$ cat src/rtl/mem_access_ctrl.sv
// mem_access_ctrl: MIPS load/store sequencer with big-endian byte lanes and read-modify-write sub-word stores
module mem_access_ctrl #(
    parameter int MEM_LAT = 1
) (
    input  logic             clk,
    input  logic             rst_b,
    input  logic             req,
    input  logic [5:0]       op,
    input  logic [31:0]      addr,
    input  logic [31:0]      wdata,
    output logic             busy,
    output logic             done,
    output logic [31:0]      rdata,
    output logic             fault,
    output logic [31:0]      mem_addr,
    output logic [0:3][7:0]  mem_data_in,
    output logic             mem_write_en,
    input  logic [0:3][7:0]  mem_data_out
);
    localparam logic [5:0] OP_LB  = 6'b100000;
    localparam logic [5:0] OP_LH  = 6'b100001;
    localparam logic [5:0] OP_LW  = 6'b100011;
    localparam logic [5:0] OP_LBU = 6'b100100;
    localparam logic [5:0] OP_LHU = 6'b100101;
    localparam logic [5:0] OP_SB  = 6'b101000;
    localparam logic [5:0] OP_SH  = 6'b101001;
    localparam logic [5:0] OP_SW  = 6'b101011;

    typedef enum logic [1:0] {IDLE, RD, WR, DONE} state_t;

    state_t          state;
    logic [5:0]      op_r;
    logic [1:0]      a_r;
    logic [31:0]     wbuf;
    logic [3:0]      cnt;
    logic            legal;
    logic            misal;
    logic            load_r;
    logic [7:0]      sel_b;
    logic [15:0]     sel_h;
    logic [31:0]     ld_val;
    logic [0:3][7:0] merged;

    // Classify the incoming request so IDLE can route straight to a fault completion.
    always_comb begin
        legal = op inside {OP_LB, OP_LH, OP_LW, OP_LBU, OP_LHU, OP_SB, OP_SH, OP_SW};
        misal = (op inside {OP_LH, OP_LHU, OP_SH} && addr[0]) ||
                (op inside {OP_LW, OP_SW} && addr[1:0] != 2'b00);
    end

    // Extract and extend the load result from the word being sampled; byte 0 is the most significant lane.
    always_comb begin
        load_r = op_r inside {OP_LB, OP_LH, OP_LW, OP_LBU, OP_LHU};
        sel_b  = mem_data_out[a_r];
        sel_h  = {mem_data_out[{a_r[1], 1'b0}], mem_data_out[{a_r[1], 1'b1}]};
        ld_val = op_r == OP_LB  ? {{24{sel_b[7]}}, sel_b} :
                 op_r == OP_LBU ? {24'b0, sel_b} :
                 op_r == OP_LH  ? {{16{sel_h[15]}}, sel_h} :
                 op_r == OP_LHU ? {16'b0, sel_h} : mem_data_out;
    end

    // Splice the store bytes into the sampled word for the sub-word read-modify-write.
    always_comb begin
        merged = mem_data_out;
        if (op_r == OP_SB)
            merged[a_r] = wbuf[7:0];
        else if (op_r == OP_SH) begin
            merged[{a_r[1], 1'b0}] = wbuf[15:8];
            merged[{a_r[1], 1'b1}] = wbuf[7:0];
        end
    end

    // Access sequencer: IDLE accepts, RD waits out the memory latency, WR issues one write, DONE pulses.
    always_ff @(posedge clk) begin
        if (rst_b) begin
            state    <= IDLE;
            done     <= 1'b0;
            fault    <= 1'b0;
            rdata    <= '0;
            mem_addr <= '0;
            cnt      <= '0;
            op_r     <= '0;
            a_r      <= '0;
            wbuf     <= '0;
        end else begin
            case (state)
                IDLE: if (req) begin
                    mem_addr <= {addr[31:2], 2'b00};
                    op_r     <= op;
                    a_r      <= addr[1:0];
                    wbuf     <= wdata;
                    cnt      <= 4'(MEM_LAT - 1);
                    fault    <= !legal || misal;
                    done     <= !legal || misal;
                    state    <= (!legal || misal) ? DONE : op == OP_SW ? WR : RD;
                end
                RD: if (cnt == 4'd0) begin
                    if (load_r) begin
                        rdata <= ld_val;
                        done  <= 1'b1;
                        state <= DONE;
                    end else begin
                        wbuf  <= merged;
                        state <= WR;
                    end
                end else
                    cnt <= cnt - 4'd1;
                WR: begin
                    done  <= 1'b1;
                    state <= DONE;
                end
                default: begin
                    done  <= 1'b0;
                    fault <= 1'b0;
                    state <= IDLE;
                end
            endcase
        end
    end

    assign busy         = state != IDLE;
    assign mem_write_en = state == WR && !rst_b;
    assign mem_data_in  = mem_write_en ? wbuf : '0;
endmodule

$ cat config.mk
export PLATFORM = sky130hd
export DESIGN_NAME = mem_access_ctrl
export DESIGN_NICKNAME = d
export VERILOG_FILES = /design/src/rtl/mem_access_ctrl.sv
export SDC_FILE = /design/constraint.sdc
export NUM_CORES = 1
export LEC_CHECK = 0
export BUFFER_PORTS_ARGS = -buffer_cell sky130_fd_sc_hd__buf_4
export CAP_MARGIN = 20
export CELL_PAD_IN_SITES_DETAIL_PLACEMENT = 1
export CELL_PAD_IN_SITES_GLOBAL_PLACEMENT = 2
export CORE_MARGIN = 5
export CORE_UTILIZATION = 25
export CTS_CLUSTER_DIAMETER = 80
export CTS_CLUSTER_SIZE = 12
export DETAILED_ROUTE_END_ITERATION = 8
export MAX_ROUTING_LAYER = met4
export PLACE_DENSITY = 0.83
export SKIP_LAST_GASP = 1
export SYNTH_ARGS = -nofsm -noshare
export SYNTH_HDL_FRONTEND = slang
export SYNTH_SLANG_ARGS = --single-unit
export TNS_END_PERCENT = 10
$ cat constraint.sdc
create_clock -name clk -period 1.9 [get_ports clk]
set_input_delay 0.095 -clock clk [delete_from_list [all_inputs] [get_ports clk]]
set_output_delay 0.095 -clock clk [all_outputs]
set_load 0.03 [all_outputs]
## Word-level counts from Yosys, hierarchy flattened

Index checks and enable logic that the tools add are counted.

| word-level totals | value |
|---|---|
| output and inout bits | 100 |
| register bits | 110 |
| bits in read-only memories | 0 |
| logic and storage cells | 112 |
| memories | 0 |
| latch bits | 0 |
| bits in writable memories | 0 |

| operators by class | value |
|---|---|
| multiply operators | 0 |
| mux-type cells | 43 |
| add/sub/neg operators | 1 |
| eq/ne operators | 22 |
| reductions and logical operators | 27 |
| div/mod/pow operators | 0 |
| shift operators | 0 |
| bitwise gates (word level) | 4 |
| order comparisons | 6 |

Operators by type and width:

| cell | number |
|---|---|
| $mux 32 | 10 |
| $bwmux 32 | 3 |
| $eq 6x6->1 const B | 15 |
| $mux 8 | 9 |
| $pmux 32 s2 | 1 |
| $bmux 8 s2 | 3 |
| $demux 8 s2 | 3 |
| $ne 2x2->1 const B | 5 |
| $ge 3x3->1 const B | 3 |
| $lt 3x1->1 const B | 3 |
| $not 2->3 | 3 |
| $reduce_and 3->1 | 3 |
| $mux 2 | 4 |
| $mux 4 | 2 |
| $pmux 4 s2 | 1 |
| $reduce_bool 2->1 | 4 |
| $reduce_bool 8->1 | 1 |
| $logic_and 1x1->1 | 6 |
| $pmux 2 s3 | 1 |
| $reduce_and 2->1 | 3 |
| $reduce_bool 5->1 | 1 |
| $logic_not 4->1 | 1 |
| $mux 1 | 4 |
| $reduce_and 4->1 | 1 |
| other kinds (11) | 13 |

## Depth between registers and ports, before layout

Gate-level depths: netlist of the first run.

| depth | value |
|---|---|
| word-level depth | 12 |
| mapped depth | 10 |
| gate-level depth less buffers | 7 |

## Worst setup path after synthesis of the first run

No wires, ideal clock.

| timing | value |
|---|---|
| path kind | reg2reg |
| start point | reg state[0] |
| end point | reg wbuf[6] |
| stages on the path, launching flop included | 10 |
| arrival | 2.115 ns |
| slack | -0.306 ns |
| buffers on the path | 2 |
| setup time | 0.091 ns |
| period minus slack after synthesis | 2.206 ns |
| data required time | 1.809 ns |
| path through | dfxtp_1 -> inv_1 -> ha_1 -> clkbuf_1 -> inv_1 -> nor2_1 -> a31o_2 -> clkbuf_1 -> a21oi_1 -> a311oi_1 |

| between the ends | value |
|---|---|
| cells in the longest elaborated chain, start to end | 3 |
| elaborated cells on any way between the ends | 8 |
| classes of those cells | 4 x eq/ne; 1 x mux; 3 x reduce/logical |

Ends and longest elaborated chain:

| element | RTL line | RTL |
|---|---|---|
| start: declaration | 31 | `state_t state;` |
| start signal: assignment | 95 | `state <= (!legal \|\| misal) ? DONE : op == OP_SW ? WR : RD;` |
| $eq 2x1->1 / $logic_not 2->1 (equally long branches) | 86 | `case (state)` |
| $ne 2x2->1 (no line) / $reduce_bool 2->1 (equally long branches) | n/a |  |
| $reduce_and 4->1 (no line) | n/a |  |
| end signal: assignment | 91 | `wbuf <= wdata;` |
| end signal: assignment | 103 | `wbuf <= merged;` |
| end: declaration | 34 | `logic [31:0] wbuf;` |

Parallel ways exist; a longest one is shown, timed or not.
A chain may end at the register's enable or synchronous reset.

## Worst setup path in the final report of the first run

| timing | value |
|---|---|
| start point | reg state[0] |
| end point | reg wbuf[31] |

The elaborated chain is that of the path after synthesis.

==> impl_metrics.tcl, run 1 <==
set metrics [dict create \
    pwr-share-seq_pct 31.2 \
    overflow 0 \
    clockBufferDepth 2 \
    finalInstanceArea_mm2 0.009016 \
    hold_viol_final 0 \
    ir_drop_uv 422.3 \
    fin_nets 1125 \
    rsz0062_at_grt "true" \
    finalSetupViolCount 10 \
    wl_per_cell_um 19.15 \
    ctsRootBufferMaster "clkbuf_16" \
    gp_congestion 0.8776 \
    fmax_mhz 522.1 \
    numPlacedInstances 1286 \
    io_pins 205 \
    status "finished with violations" \
    cts_tree "done" \
    syn_inst 763 \
    numCtsBuffers 9 \
    wl_met3_um 2096 \
    dr.first_iter.drc_count 414 \
    antenna_left 0 \
    grt_max_degree 47 \
    grt_first_pass_wirelength_um 38730 \
    synth_flop_cell "dfxtp_1" \
    area_growth_pct 50.75 \
    grt_pass1_vias 6962 \
    clockPowerShare_pct 17.8 \
    yosysUniqueCellTypes 58 \
    final_layout_size_suffix_gt1_share_pct 34.64 \
    synth_edf_count 0 \
    cp-start-kind "register" \
    async_reset_ff_share_pct 0 \
    drc 0 \
    fin_crit_ns 1.915 \
    final_cells 1338 \
    hold_ws_ns 0.01256 \
    ys_ff_latch 110 \
    endpoint_kind "register" \
    cp.required_ns 2.17 \
    vias 6695 \
    fin_crit_sh_pct 100.8 \
    rows 56 \
    violations "setup timing" \
    max_slew.worst_pin.slew_ns 0.5683 \
    grt_antenna_before_repair 0 \
    syn_area_mm2 0.005981 \
    htree_levels 3 \
    die_area_mm2 0.02712 \
    cts.clk_slew.worst_paths_ns 0.09 \
    design.core.area_mm2 0.02354 \
    switchingPower_mw 4.618 \
    start_util_pct 25.40 \
    drt-pass1-iter-count 4 \
    finalMaxSlewViolations 0 \
    maxSlewHeadroom_pct 62.11 \
    yosysSeqAreaShare_pct 36.82 \
    clkSinkCount 110 \
    power.internal_mw 6.203 \
    via_per_inst 5.004 \
    io_buffers 202 \
    p_comb_share_pct 51.0 \
    grt_use_total_pct 18.76 \
    place_area_mm2 0.008204 \
    wl_met2_um 11910 \
    power_leakage_nw 3.954 \
    die_x_um 164.7 \
    swShare_pct 42.68 \
    worst-setup-path-type "reg2reg" \
    wl_um 25620 \
    die_y_um 164.7 \
    drt-met1-wl_um 10920 \
    synth.avg_cell_area_um2 7.838 \
    clock_latency_ns 0.37 \
    finClkSkew_ns 0.02003 \
    max_cap_viol_count 0 \
    crit_fanout 16 \
    dpl.hpwl_um 19040 \
    powerDensity_mw_per_mm2 1200 \
    topRoutingLayerUsed "met4" \
    critPathArrivalTime_ns 2.18 \
    n_antenna_cell 0 \
    fin_util_pct 38.30 \
    layout_setup_ws_ns -0.01541 \
    hold_class "in2reg" \
    yosysWarnings 0 \
]
==> flip-flops by register name (all words and copies together) (netlist names) <==
| signal | cells |
|---|---|
| op_r | 6 |
| wbuf | 32 |
| done | 1 |
| fault | 1 |
| state | 2 |
| rdata | 32 |
| a_r | 2 |
| mem_addr | 30 |
| cnt | 4 |
==> cell usage in the layout, fill, tap and decap left out, drive strengths merged, types with 2 or more instances in the layout <==
cell	n
a2111oi	8
a21o	10
a21oi	96
a221oi	8
a22o	8
a22oi	8
a311oi	7
a31oi	3
a32oi	8
and2	34
buf	275
clkbuf	9
clkinv	6
conb	2
dfxtp	110
dlygate4sd3	29
ha	6
inv	27
mux2	8
mux2i	17
mux4	8
nand2	151
nand2b	4
nand3	12
nand4	2
nor2	45
nor2b	6
nor3	35
nor3b	4
nor4b	2
nor4bb	2
o2111ai	10
o21ai	34
o31a	2
o31ai	2
o32ai	8
or3	2
xor2	2
==> per-stage QoR <==
| stage | TNS (ns) | total power [mW] | worst slack [ns] |
|---|---|---|---|
| floorplan | -0.6768 | 6.474 | -0.08294 |
| global placement | -1.317 | 8.523 | -0.1570 |
| detailed placement | -3.580 | 8.606 | -0.2989 |
| CTS | -0.7663 | 10.69 | -0.06774 |
| global route | -4.693 | 11.52 | -0.1242 |
| finish | -0.1046 | 10.82 | -0.01541 |
==> final cells by class <==
cell class                 count  area (um2)
inverter                      27       102.6
timing repair buffer         304        2470
multi-input combinational    562        3541
tap                          319       399.1
clock buffer                   9       225.2
clock inverter                 7       71.32
fill                        2821       14530
sequential                   110        2207
==> logic make-up (layout without fill, tap and decap cells) <==
| kind of cell | after synthesis | after routing | share of synthesized area [%] |
|---|---|---|---|
| buffers and inverters | 92 | 347 | 6.652 |
| multiplexers | 33 | 33 | 7.489 |
| adder cells (fa/ha/maj) | 6 | 6 | 1.255 |
| other | 1 | 2 | 0.06270 |
| XOR/XNOR | 2 | 2 | 0.2929 |
| AND/OR/NAND/NOR | 302 | 302 | 23.58 |
| flip-flops | 110 | 110 | 36.82 |
| AO/OA/AOI/OAI | 217 | 217 | 23.85 |
==> worst paths after layout <==
path,from,to,slack [ns],cells after the start
min,addr[1],a_r[1],0.01,3
max,state[0],wbuf[31],-0.02,8
min reg2reg,wbuf[19],wbuf[19],0.45,1
max reg2reg,state[0],wbuf[31],-0.02,8
==> what timing repair did <==
action | in CTS | in global routing
buffers inserted | 1 | 4
hold buffers | 29 | 0
gates resized for setup | 12 | 36
gates cloned | 0 | 2
endpoints found under the setup margin | 82 | 101
pin swaps | 1 | 10
endpoints found under the hold margin | 29 | 0
==> routing by layer <==
metal | up-vias | GRT usage, %
met3 | 33 | 5.141
li1 | 3194 | -
met2 | 232 | 30.08
met5 | - | -
met4 | 0 | 5.898
met1 | 3236 | 23.06
==> critical path, stage by stage (launching register included) <==
cell and delay (ns):
dfxtp_1 0.35, buf_4 0.13, inv_1 0.05, ha_1 0.23, nor2b_2 0.20, a21o_1 0.19, o31a_1 0.28, buf_12 0.16
a22o_1 0.22
==> Yosys cell counts (6+ instances only) <==
cell type | n | area share [%]
a21oi_1 | 94 | 7.9
a22o_1 | 8 | 1.2
a32oi_1 | 8 | 1.2
nand3_1 | 12 | 1.0
dfxtp_1 | 110 | 37
nor2_1 | 45 | 2.8
a221oi_1 | 8 | 1.2
mux2i_1 | 17 | 2.8
a22oi_1 | 8 | 1.0
ha_1 | 6 | 1.3
inv_1 | 26 | 1.6
mux2_2 | 6 | 1.1
a2111oi_0 | 8 | 1.2
buf_2 | 8 | 0.67
o21ai_0 | 34 | 2.8
mux4_2 | 8 | 3.0
nand2_1 | 151 | 9.5
nor3_1 | 34 | 2.8
nor2b_1 | 6 | 0.63
a21o_1 | 10 | 1.3
and2_1 | 33 | 3.5
o2111ai_1 | 9 | 1.3
o32ai_1 | 8 | 1.2
buf_1 | 8 | 0.50
clkbuf_1 | 42 | 2.6
==> power groups by stage <==
stage               registers (mW)  clock network [mW]  logic, mW
floorplan                     3.51                   0       2.96
global placement              3.39                   0       5.13
detailed placement            3.39                   0       5.22
CTS                           3.34                1.98       5.37
finish                        3.38                1.93       5.52
global route                  3.43                2.06       6.02
No activity file was read; power rests on OpenSTA's default activity.
==> run 2: changes to the inputs <==
- CORE_UTILIZATION: 25 -> 28
- PLACE_DENSITY: 0.83 -> 0.88
- clock period: 1.9 -> 2 ns (I/O delays scaled with it)
==> run 2 against run 1 <==
  * First-iteration DRC count rose by 1.7%
  * Power decreased by 4.5%
  * Largest power group unchanged
  * The flow still finishes with violations (setup timing)
  * Combinational power down 5.3%
  * Fmax fell by 5.0%
  * Sequential power shrank 5.9%
  * Highest routed layer unchanged
  * Utilization grew 4.1 points
  * Cell area decreased by 1.0%
==> impl_metrics.tcl, run 2 (synthesis gave the netlist of run 1 again) <==
set metrics [dict create \
    hold_class "in2reg" \
    dr.first_iter.drc_count 421 \
    ctsRootBufferMaster "clkbuf_16" \
    clock_latency_ns 0.36 \
    wl_um 25630 \
    finalInstanceArea_mm2 0.008922 \
    reg.largest.list "rdata (32), wbuf (32), mem_addr (30)" \
    power_leakage_nw 3.924 \
    place_area_mm2 0.008044 \
    clockBufferDepth 2 \
    rr_startpoint "op_r[1]" \
    status "finished with violations" \
    slowest_delay_ns 0.64 \
    htree_levels 3 \
    maxSlewHeadroom_pct 58.12 \
    rrSetupSlack_ns -0.02 \
    start_util_pct 28.45 \
    drt-pass1-iter-count 5 \
    io_pins 205 \
    final_common_cell "buf_4" \
    fmax_mhz 495.9 \
    dpl.hpwl_um 18450 \
    area_growth_pct 49.18 \
    worst-setup-path-type "reg2reg" \
    max_cap_viol_count 0 \
    vias 6715 \
    ff2ff_path_depth 6 \
    die_x_um 156.2 \
    grt_max_degree 44 \
    min_to "mem_addr[15]" \
    design.core.area_mm2 0.02102 \
    multi_input_area_mm2 0.003560 \
    finalSetupViolCount 10 \
    final_layout_size_suffix_gt1_share_pct 33.69 \
    gp_congestion 0.9264 \
    cp-start-kind "register" \
    crit_chain "buf_4, nor4b_4, nand2b_1, o31ai_4, a21oi_1, nor3_1" \
    seqCellArea_mm2 0.002202 \
    die_area_mm2 0.02438 \
    slowest_stage "o31ai_4" \
    cts_tree "done" \
    grt_use_total_pct 20.63 \
    antenna_left 0 \
    finClkSkew_ns 0.01949 \
    via_per_inst 5.201 \
    clkSinkCount 110 \
    fill_cells 2525 \
    fin_crit_ns 2.016 \
    endpoint_kind "register" \
    cp.required_ns 2.29 \
    die_y_um 156.2 \
    wl_per_cell_um 19.85 \
    overflow 0 \
    grt_pass1_vias 6917 \
    rsz0062_at_grt "true" \
    ir_drop_uv 527.0 \
    rows 53 \
    r2r_end "rdata[8]" \
    hold_viol_final 0 \
    grt_first_pass_wirelength_um 38650 \
    drc 0 \
    hp-start "addr[15]" \
    hold_depth 3 \
    fin_nets 1121 \
    io_buffers 202 \
    critPathArrivalTime_ns 2.31 \
    finalMaxSlewViolations 0 \
    fin_crit_sh_pct 100.8 \
    numCtsBuffers 9 \
    layout_setup_ws_ns -0.01649 \
    violations "setup timing" \
    cts.clk_slew.worst_paths_ns 0.08 \
    max_slew.worst_pin.slew_ns 0.6282 \
    grt_antenna_before_repair 1 \
    powerDensity_mw_per_mm2 1158 \
    crit_fanout 12 \
    final_cell_mix "buf_4 (259), nand2_1 (151), dfxtp_1 (110)" \
    critPathLaunch "op_r[1]" \
    place_ws_ns -0.1697 \
]
[run 2: cell count changes in the layout (fill, tap and decap cells not counted), moves of 3 or more]
cell       delta
a21oi_2       -3
dfxtp_1       +4
o21ai_1       +4
o21ai_0       -4
a2111oi_1     -4
inv_6         +3
a21oi_1       +5
dfxtp_2       -4
[run 2: how the worst max path moves through the flow]
| stage | to | slack [ns] | depth (start not counted) |
|---|---|---|---|
| floorplan | rdata[14] | -0.09 | 8 |
| global placement | rdata[29] | -0.1 | 6 |
| detailed placement | rdata[21] | -0.17 | 6 |
| CTS | wbuf[29] | -0.06 | 7 |
| global route | rdata[17] | -0.17 | 6 |
| finish | rdata[8] | -0.02 | 6 |
[run 2: worst max-delay path: cells and delay by family (launching register included)]
kind / cells / cell delay, ns
AOI/OAI and AO/OA: 2 / 0.74
DFF: 1 / 0.32
buffers and inverters: 1 / 0.15
and+or+nand+nor: 3 / 0.75
[run 2: repair_timing]
action	4_1_cts	5_1_grt
endpoints found under the hold margin	29	0
cloned	1	0
endpoints found under the setup margin	61	98
buffers inserted	1	8
gates resized for setup	10	37
hold buffers	29	0
pin swaps	1	10
[run 2: where the power goes]
part           internal, mW  switching (mW)
Sequential             2.72           0.457
Combinational          2.21            3.01
Clock                 0.996           0.935
[run 2: per-layer routing]
metal  GRT usage [%]  wire, um  vias up  share of wire, %
met3           5.076      2006       54               7.8
met5               -         0        -                 0
li1                -         -     3184                 -
met1           24.86     10610     3210                41
met2           33.73     12150      267                47
met4           7.107       864        0               3.4
[run 2: layout make-up]
class                      instances  area share, %
antenna                            1        0.02805
tap                              275          3.856
sequential                       110          24.68
multi-input combinational        563          39.90
timing repair buffer             299          26.97
clock inverter                     6         0.8274
clock buffer                      10          2.566
inverter                          27          1.178
[run 2: through the flow]
stage / utilization [%] / hold slack [ns] / total power, mW / instances / TNS, ns
floorplan: - / 0.2360 / 6.065 / 764 / -0.6497
global placement: 38.27 / 0.3457 / 7.898 / 1235 / -1.919
detailed placement: 38.27 / 0.3583 / 8.003 / 1235 / -3.729
CTS: 41.43 / 0.01118 / 10.03 / 1282 / -0.8091
global route: 42.44 / 0.01356 / 10.95 / 1291 / -4.508
finish: 42.44 / 0.01631 / 10.33 / 1291 / -0.09868
